$ cat src/rtl/rr_job_arbiter_if.sv
// ----------------------------------------------------------------------------
// rr_job_arbiter_if
// Bundle of the requester-side and datapath-side signals of rr_job_arbiter.
//   req         requester -> arbiter   level request per requester
//   ack         arbiter -> requester   one-hot, one-cycle completion pulse
//   grant       arbiter -> requester   one-hot owner of the shared datapath
//   dp_start    arbiter -> datapath    one-cycle start pulse
//   dp_done     datapath -> arbiter    completion pulse
//   busy        arbiter -> system      high while a job is in flight
//   timeout_err arbiter -> requester   job aborted by watchdog (with ack)
// Modports: master = arbiter side, slave = requester/datapath side.
// ----------------------------------------------------------------------------
interface rr_job_arbiter_if #(
    parameter int N = 4
);
    logic [N-1:0] req;
    logic [N-1:0] ack;
    logic [N-1:0] grant;
    logic         dp_start;
    logic         dp_done;
    logic         busy;
    logic         timeout_err;

    modport master (
        input  req, dp_done,
        output ack, grant, dp_start, busy, timeout_err
    );

    modport slave (
        output req, dp_done,
        input  ack, grant, dp_start, busy, timeout_err
    );
endinterface

$ cat src/rtl/rr_job_arbiter.sv
// ----------------------------------------------------------------------------
// rr_job_arbiter
// Round-robin arbiter/sequencer sharing one start/done datapath among N
// requesters: pick a winner, pulse dp_start, wait for dp_done, pulse ack.
// Ports:
//   clock   system clock, rising edge
//   rst_n   asynchronous active-low reset
//   bus     rr_job_arbiter_if.master (req, ack, grant, dp_start, dp_done,
//           busy, timeout_err)
// Parameters: N (requesters, >= 2), TIMEOUT (watchdog limit in WAIT cycles).
// Optional feature macro: ARB_TIMEOUT_EN -- builds the WAIT watchdog. When
// undefined, timeout_err is tied low and WAIT waits for dp_done forever.
// ----------------------------------------------------------------------------
module rr_job_arbiter #(
    parameter int N       = 4,
    parameter int TIMEOUT = 64
) (
    input  logic             clock,
    input  logic             rst_n,
    rr_job_arbiter_if.master bus
);
    localparam int PW = $clog2(N);

    typedef enum logic [1:0] {S_IDLE, S_ISSUE, S_WAIT, S_ACK} state_t;

    state_t          r_state, w_state_nxt;
    logic [PW-1:0]   r_ptr;
    logic [PW-1:0]   r_win;
    logic [N-1:0]    r_grant;
    logic [N-1:0]    r_ack;
    logic            r_dp_start;
    logic            r_busy;
    logic            w_wd_hit;
    logic            w_tmo;

    // Rotate requests so that bit 0 is the requester at ptr; the lowest set
    // bit of the rotated vector is the offset of the winner from ptr.
    logic [N-1:0]    w_rot;
    logic [PW-1:0]   w_off;
    logic            w_found;
    logic [PW:0]     w_sum;
    logic [PW-1:0]   w_win;

    assign w_rot = N'({bus.req, bus.req} >> r_ptr);

    always_comb begin
        w_found = 1'b0;
        w_off   = '0;
        for (int i = N - 1; i >= 0; i--) begin
            if (w_rot[i]) begin
                w_found = 1'b1;
                w_off   = PW'(i);
            end
        end
    end

    assign w_sum = {1'b0, r_ptr} + {1'b0, w_off};
    assign w_win = (w_sum >= (PW+1)'(N)) ? PW'(w_sum - (PW+1)'(N)) : PW'(w_sum);

`ifdef ARB_TIMEOUT_EN
    localparam int CW = $clog2(TIMEOUT + 1);
    logic [CW-1:0] r_wd_cnt;
    logic          r_tmo_err;

    // Cleared while in ISSUE so it starts at 0 on the first WAIT cycle.
    always_ff @(posedge clock or negedge rst_n) begin
        if (!rst_n) begin
            r_wd_cnt <= '0;
        end else if (r_state == S_ISSUE) begin
            r_wd_cnt <= '0;
        end else if (r_state == S_WAIT && !bus.dp_done) begin
            r_wd_cnt <= r_wd_cnt + 1'b1;
        end
    end

    assign w_wd_hit = (r_wd_cnt == CW'(TIMEOUT - 1));

    always_ff @(posedge clock or negedge rst_n) begin
        if (!rst_n) r_tmo_err <= 1'b0;
        else        r_tmo_err <= w_tmo;
    end

    assign bus.timeout_err = r_tmo_err;
`else
    logic w_unused_tmo;
    assign w_unused_tmo    = (TIMEOUT > 0);
    assign w_wd_hit        = 1'b0;
    assign bus.timeout_err = 1'b0;
`endif

    always_ff @(posedge clock or negedge rst_n) begin
        if (!rst_n) r_state <= S_IDLE;
        else        r_state <= w_state_nxt;
    end

    always_comb begin
        w_state_nxt = r_state;
        w_tmo       = 1'b0;
        case (r_state)
            S_IDLE:  if (w_found) w_state_nxt = S_ISSUE;
            S_ISSUE: w_state_nxt = S_WAIT;
            S_WAIT: begin
                // dp_done takes priority over a coincident watchdog expiry.
                if (bus.dp_done) begin
                    w_state_nxt = S_ACK;
                end else if (w_wd_hit) begin
                    w_state_nxt = S_ACK;
                    w_tmo       = 1'b1;
                end
            end
            S_ACK:   w_state_nxt = S_IDLE;
            default: w_state_nxt = S_IDLE;
        endcase
    end

    // Outputs are registered from the next state so they line up with it.
    always_ff @(posedge clock or negedge rst_n) begin
        if (!rst_n) begin
            r_grant    <= '0;
            r_win      <= '0;
            r_ptr      <= '0;
            r_ack      <= '0;
            r_dp_start <= 1'b0;
            r_busy     <= 1'b0;
        end else begin
            r_dp_start <= (w_state_nxt == S_ISSUE);
            r_busy     <= (w_state_nxt != S_IDLE);
            r_ack      <= (w_state_nxt == S_ACK) ? r_grant : '0;
            if (r_state == S_IDLE && w_found) begin
                r_grant <= N'(1) << w_win;
                r_win   <= w_win;
            end else if (r_state == S_ACK) begin
                r_grant <= '0;
                r_ptr   <= (r_win == PW'(N - 1)) ? '0 : r_win + 1'b1;
            end
        end
    end

    assign bus.grant    = r_grant;
    assign bus.ack      = r_ack;
    assign bus.dp_start = r_dp_start;
    assign bus.busy     = r_busy;
endmodule

$ cat src/flat_wrapper.sv
// flat-port wrapper written by rule: the top's interface ports become plain ports
module rr_job_arbiter_flat 
#(
    parameter int N       = 4,
    parameter int TIMEOUT = 64
)
  (clock, rst_n, bus_req, bus_dp_done, bus_ack, bus_grant, bus_dp_start, bus_busy, bus_timeout_err);
  rr_job_arbiter_if #(.N(N)) bus_i ();
  input  logic clock;
  input  logic rst_n;
  input wire logic [$bits(bus_i.req)-1:0] bus_req;
  input wire logic [$bits(bus_i.dp_done)-1:0] bus_dp_done;
  output wire logic [$bits(bus_i.ack)-1:0] bus_ack;
  output wire logic [$bits(bus_i.grant)-1:0] bus_grant;
  output wire logic [$bits(bus_i.dp_start)-1:0] bus_dp_start;
  output wire logic [$bits(bus_i.busy)-1:0] bus_busy;
  output wire logic [$bits(bus_i.timeout_err)-1:0] bus_timeout_err;
  assign bus_i.req = bus_req;
  assign bus_i.dp_done = bus_dp_done;
  assign bus_ack = bus_i.ack;
  assign bus_grant = bus_i.grant;
  assign bus_dp_start = bus_i.dp_start;
  assign bus_busy = bus_i.busy;
  assign bus_timeout_err = bus_i.timeout_err;
  rr_job_arbiter #(.N(N), .TIMEOUT(TIMEOUT)) u_core (.clock(clock), .rst_n(rst_n), .bus(bus_i));
endmodule
$ cat config.mk
export PLATFORM = sky130hd
export DESIGN_NAME = rr_job_arbiter_flat
export DESIGN_NICKNAME = d
export VERILOG_FILES = /design/src/rtl/rr_job_arbiter_if.sv /design/src/rtl/rr_job_arbiter.sv /design/src/flat_wrapper.sv
export SDC_FILE = /design/constraint.sdc
export NUM_CORES = 1
export LEC_CHECK = 0
export CAP_MARGIN = 20
export CORE_MARGIN = 1.5
export CORE_UTILIZATION = 40
export DETAILED_ROUTE_END_ITERATION = 8
export PLACE_DENSITY_LB_ADDON = 0.05
export REMOVE_ABC_BUFFERS = 1
export SLEW_MARGIN = 0
export SYNTH_ARGS = -nofsm -noshare
export SYNTH_HDL_FRONTEND = slang
export SYNTH_SLANG_ARGS = --single-unit
$ cat constraint.sdc
create_clock -name clock -period 2 [get_ports clock]
set_input_delay 0.4 -clock clock [delete_from_list [all_inputs] [get_ports clock]]
set_output_delay 0.4 -clock clock [all_outputs]
set_load 0.05 [all_outputs]
# Yosys cells after proc, flatten, opt, wreduce, memory -nomap -nowiden
# Index checks and enable logic that the tools add are counted.
[totals]
ff_bits = 16
inputBits = 7
out_inout_bits = 11
word_cells = 41
[op_classes]
n_addsub = 3
magnitude_cmp = 1
eq_ne = 6
shifts = 2
n_mux = 16
bitwise_logic = 1
reduce_logical = 5
[ops]
columns = ["operator", "count"]
rows = [
  ["$mux 2", 8],
  ["$mux 4", 3],
  ["$eq 2x2->1 const B", 4],
  ["$pmux 2 s4", 1],
  ["$shr 8x2->4", 1],
  ["$eq 2x1->1 const B", 2],
  ["$mux 1", 4],
  ["$reduce_bool 2->1", 2],
  ["$shl 1x2->4 const A", 1],
  ["$add 2x2->3", 1],
  ["$ge 3x3->1 const B", 1],
  ["$add 2x1->2 const B", 1],
  ["$logic_not 2->1", 1],
  ["$reduce_and 2->1", 1],
  ["$sub 2x1->2 const B", 1],
  ["$logic_and 1x1->1", 1],
  ["$not 1->1", 1],
]

# Logic depth before layout (Yosys ltp)
[logic_depth]
word_depth = 10
depth_mapped = 9
ltp_nobuf = 8

# Worst setup path before layout
# Ideal clock, no wire load.
[synth_timing]
path_kind = "register to register"
start = "register u_core.r_ptr[1]"
end = "register u_core.r_grant[3], in the netlist u_core.bus.grant[3]"
setup_time_ns = 0.134
arrival_time_ns = 1.804
t_required_ns = 1.866
slack_ns = 0.062
stages_incl_launch_ff = 9
n_path_buf = 1
period_less_slack_ns = 1.938
cell_sequence = "dfrtp_1 -> buf_6 -> o21ai_0 -> a21oi_1 -> o31a_1 -> ha_1 -> xor2_1 -> nor4_4 -> o31ai_1"
[synth_via]
elab_chain_len = 10
elab_cells_between_ends = 17
cone_classes = "add/sub (2); order compare (1); shift (2); mux (10); reduce/logical (2)"
[synth_rtl]
columns = ["item", "line_no", "text"]
rows = [
  ["from (decl)", "rr_job_arbiter.sv:27", "logic [PW-1:0] r_ptr;"],
  ["from (signal assigned)", "rr_job_arbiter.sv:134", "r_ptr <= (r_win == PW'(N - 1)) ? '0 : r_win + 1'b1;"],
  ["$shr 8x2->4", "rr_job_arbiter.sv:44", "assign w_rot = N'({bus.req, bus.req} >> r_ptr);"],
  ["$mux 2 (4 in a row)", "rr_job_arbiter.sv:50", "if (w_rot[i]) begin"],
  ["$add 2x2->3", "rr_job_arbiter.sv:57", "assign w_sum = {1'b0, r_ptr} + {1'b0, w_off};"],
  ["$ge 3x3->1 or $sub 2x1->2 (tied branches)", "rr_job_arbiter.sv:58", "assign w_win = (w_sum >= (PW+1)'(N)) ? PW'(w_sum - (PW+1)'(N)) : PW'(w_sum);"],
  ["$mux 2", "rr_job_arbiter.sv:58", ""],
  ["$shl 1x2->4", "rr_job_arbiter.sv:130", "r_grant <= N'(1) << w_win;"],
  ["$mux 4", "rr_job_arbiter.sv:129", "if (r_state == S_IDLE && w_found) begin"],
  ["to (signal assigned)", "rr_job_arbiter.sv:130", ""],
  ["to (decl)", "rr_job_arbiter.sv:29", "logic [N-1:0] r_grant;"],
]
# Several ways; a longest one is shown, not always the timed one.
# A chain may end at the register's enable or synchronous reset.

# Worst setup path after layout
[layout_timing]
start = "register u_core.r_grant[1], in the netlist u_core.bus.grant[1]"
end = "output port bus_grant[1]"
[layout_rtl]
columns = ["item", "line_no", "text"]
rows = [
  ["to (decl)", "flat_wrapper.sv:14", "output wire logic [$bits(bus_i.grant)-1:0] bus_grant;"],
]
# No word-level cell between the ends.

==> impl_results.md <==
- Clock slew at reported path FFs: 90 ps
- Initial antenna violation count: 0
- FMAX: approximately 520 MHz
- Buffers added on ports: 16
- Top fanout value on the critical path: 3
- Ys async rst share: 100%
- Crit path depth: 1
- Top FF cell, synth: dfrtp_1
- Fill cells: between 200 and 250
- Layout Cells excl Fill: between 100 and 150
- WL/cell: 12.9 um
- P per Cell Area: 1530 nW/um2
- Syn_area_per_cell: 10.7 um2
- Worst EP required: around 1600 ps
- Pre-Repair DR Iteration Count: 4
- Sequential cell area: ~400 um2
- Diodes inserted: 0
- Placed Instances: about 140
- Status: complete, no violations
- Drt drc: 0
- Arr. time, crit path: between 1500 and 2000 ps
- Crit path from: u_core.bus.grant[1]
- Vias: between 700 and 800
- Detailed Place HPWL: around 1.5 mm
- Minimum clock period: 1910 ps
- Synthesis warning total: 0
- Crit-path max cell delay: about 820 ps
- Clock tree buffer depth: 2
- Startpoint Class: flop
- Hold Path Class: in2async
- Synthesis-to-finish area growth: 33.6%
- Total number of placement rows: 17
- First-pass GRT wire length: ~3.3 mm
- Design Power: between 1500 and 2000 uW
- Area of the multi-input gates: between 500 and 600 um2
- Fin util: roughly 57%
- 1st-iter DRT viols: 8
- Final WS setup: ~91 ps
- Routed vias/inst: between 5 and 6
- Hold Violations, Final: 0
- Post-synth cell types: 35
- Die area: ~2700 um2
- Largest area contributor in the netlist: dfrtp_1
- Reg2reg end: u_core.r_win[1]
- IO Pins: 18
- Crit path kind: reg2out
- Synth area leaders: dfrtp_1 42%, ha_1 7.9%, nand2_1 3.9%
- Routability cong.: roughly 0.77
- Core Area: 2230 um2
- Antenna Nets Post-Route: 0
- Die width: 51.8 um
- Setup tns final: 0 ps
- Setup slack, reg-to-reg: around 130 ps
- Synth Register Bits: 16
- Largest net degree at the start of global routing: 17
- Setup Viol. Count Final: 0
- Slew Viols, Final: 0
- CP bufs+invs: 1
- Number of CTS-inserted buffers: 3
- Clock Sinks: 16
- Root Buffer Master: clkbuf_4
- R2R cell count: 8
- Register area share after synthesis: a little over two fifths
- Fraction of layout cells with a size suffix above 1: ~25%
- Post-route clock period utilization: 95.5%
- Critical Path Slowest Stage Cell: clkdlybuf4s50_1
- CP delay by family, top: buffers and inverters
- WL final: between 1.5 and 2 mm
- MaxCap Viol Count: 0
- Synth Instances: 89
- EDFF count, synth: 0
- Latest clock arrival within the worst-skew pair: about 290 ps
- Vias in the first global route: ~760
- Crit path capture: bus_grant[1]
- Leak Pwr: 0.000593 uW
- Cts hold-fix bufs: 0
- Critical path cell sequence: clkdlybuf4s50_1
- Maximum vdd drop: 0.937 mV
- Gr usage total: ~17%
- Final #Nets: between 100 and 150
- Mapped Area: between 900 and 1000 um2
- Most frequent cell after synthesis: dfrtp_1
- Worst Setup End Kind: output pin
- Unrepaired setup endpoints after global routing: no
- Die Ht: between 50 and 60 um
- Yosys top cell area share: roughly two fifths
- Grt ovf: 0
- DP Worst Slack: -539 ps
- H-tree depth: 1
- Top cells by count, synth: 16 x dfrtp_1, 10 x nand2_1, 6 x ha_1
- Initial core utilization: 42.7%
- Clock Skews: 4.86 ps
- Worst reg2reg path startpoint: u_core.r_ptr[1]
- CTS tree: done
-- repair_timing --
action                                  CTS  global route
pin swaps                                 4             3
resized for setup                        10             0
hold endpoints to repair                  0             0
setup buffers                             1             0
endpoints found under the setup margin    5             4
-- cells in the final DEF (no fill, tap or decap), types with 2 or more instances in the layout --
cell / instances
nand2_1: 10
clkbuf_4: 3
buf_4: 14
o21a_1: 3
dlygate4sd2_1: 4
mux2_2: 2
o21ai_1: 3
ha_1: 5
inv_1: 3
o31ai_1: 3
o41ai_2: 2
a21oi_1: 2
nor2_1: 4
nor3b_1: 3
nor2b_1: 3
dfrtp_1: 16
clkdlybuf4s50_1: 12
and3_1: 4
and3b_1: 2
-- registers in the layout, summed over array words and instances, names as in the netlist --
name and cells:
u_core.r_ptr 2, u_core.bus.grant 4, u_core.bus.ack 4, u_core.r_state 2, u_core.bus.busy 1, u_core.bus.dp_start 1
u_core.r_win 2
-- final cells by class --
type                    count  area share, %
flip-flops and latches     16           31.4
well taps                  28           2.75
inverters                   4           1.18
clock buffers               4           2.85
repair buffers             30           20.4
multi-input cells          65           41.4
-- report_power, final --
| group | switching, uW | internal (uW) |
|---|---|---|
| registers | 89.1 | 447 |
| logic | 680 | 523 |
| clock network | 99.5 | 111 |
-- worst min-delay path by stage --
stage / start / to / slack, ps / cells past startpoint
detailed placement: u_core.r_win[1] / u_core.r_win[1] / 480 / 2
CTS: rst_n / u_core.bus.busy / 430 / 2
global route: rst_n / u_core.bus.busy / 430 / 2
global placement: u_core.r_win[1] / u_core.r_win[1] / 480 / 2
floorplan: rst_n / u_core.bus.ack[0] / 100 / 0
finish: rst_n / u_core.bus.ack[3] / 430 / 2
-- kinds of logic after synthesis --
family                     after synthesis  share of synthesized area [%]
muxes                                    2                           2.36
adders and majority gates                6                           7.87
DFF                                     16                           42.0
and+or+nand+nor                         33                           21.3
AOI/OAI and AO/OA                       21                           19.0
xor gates and xnor gates                 2                           1.84
other                                    1                          0.393
buffers and inverters                    8                           5.25
-- stage by stage --
step / cell area (um2) / hold slack, ps
after global placement: 1210 / 479
after detailed placement: 1210 / 485
final: 1270 / 429
after global routing: 1270 / 433
after CTS: 1270 / 431
after floorplan: 918 / 104
-- per-layer routing --
layer	share of wire [%]	wire length, um	vias to the layer above	track usage (%)
li1	-	-	378	-
met1	49	925	354	23.4
met2	47	887	17	25.5
met3	3.7	71	2	5.17
met4	0.53	10	0	3.95
met5	0	0	-	0
Note: power is estimated with default switching activity, not from simulation.
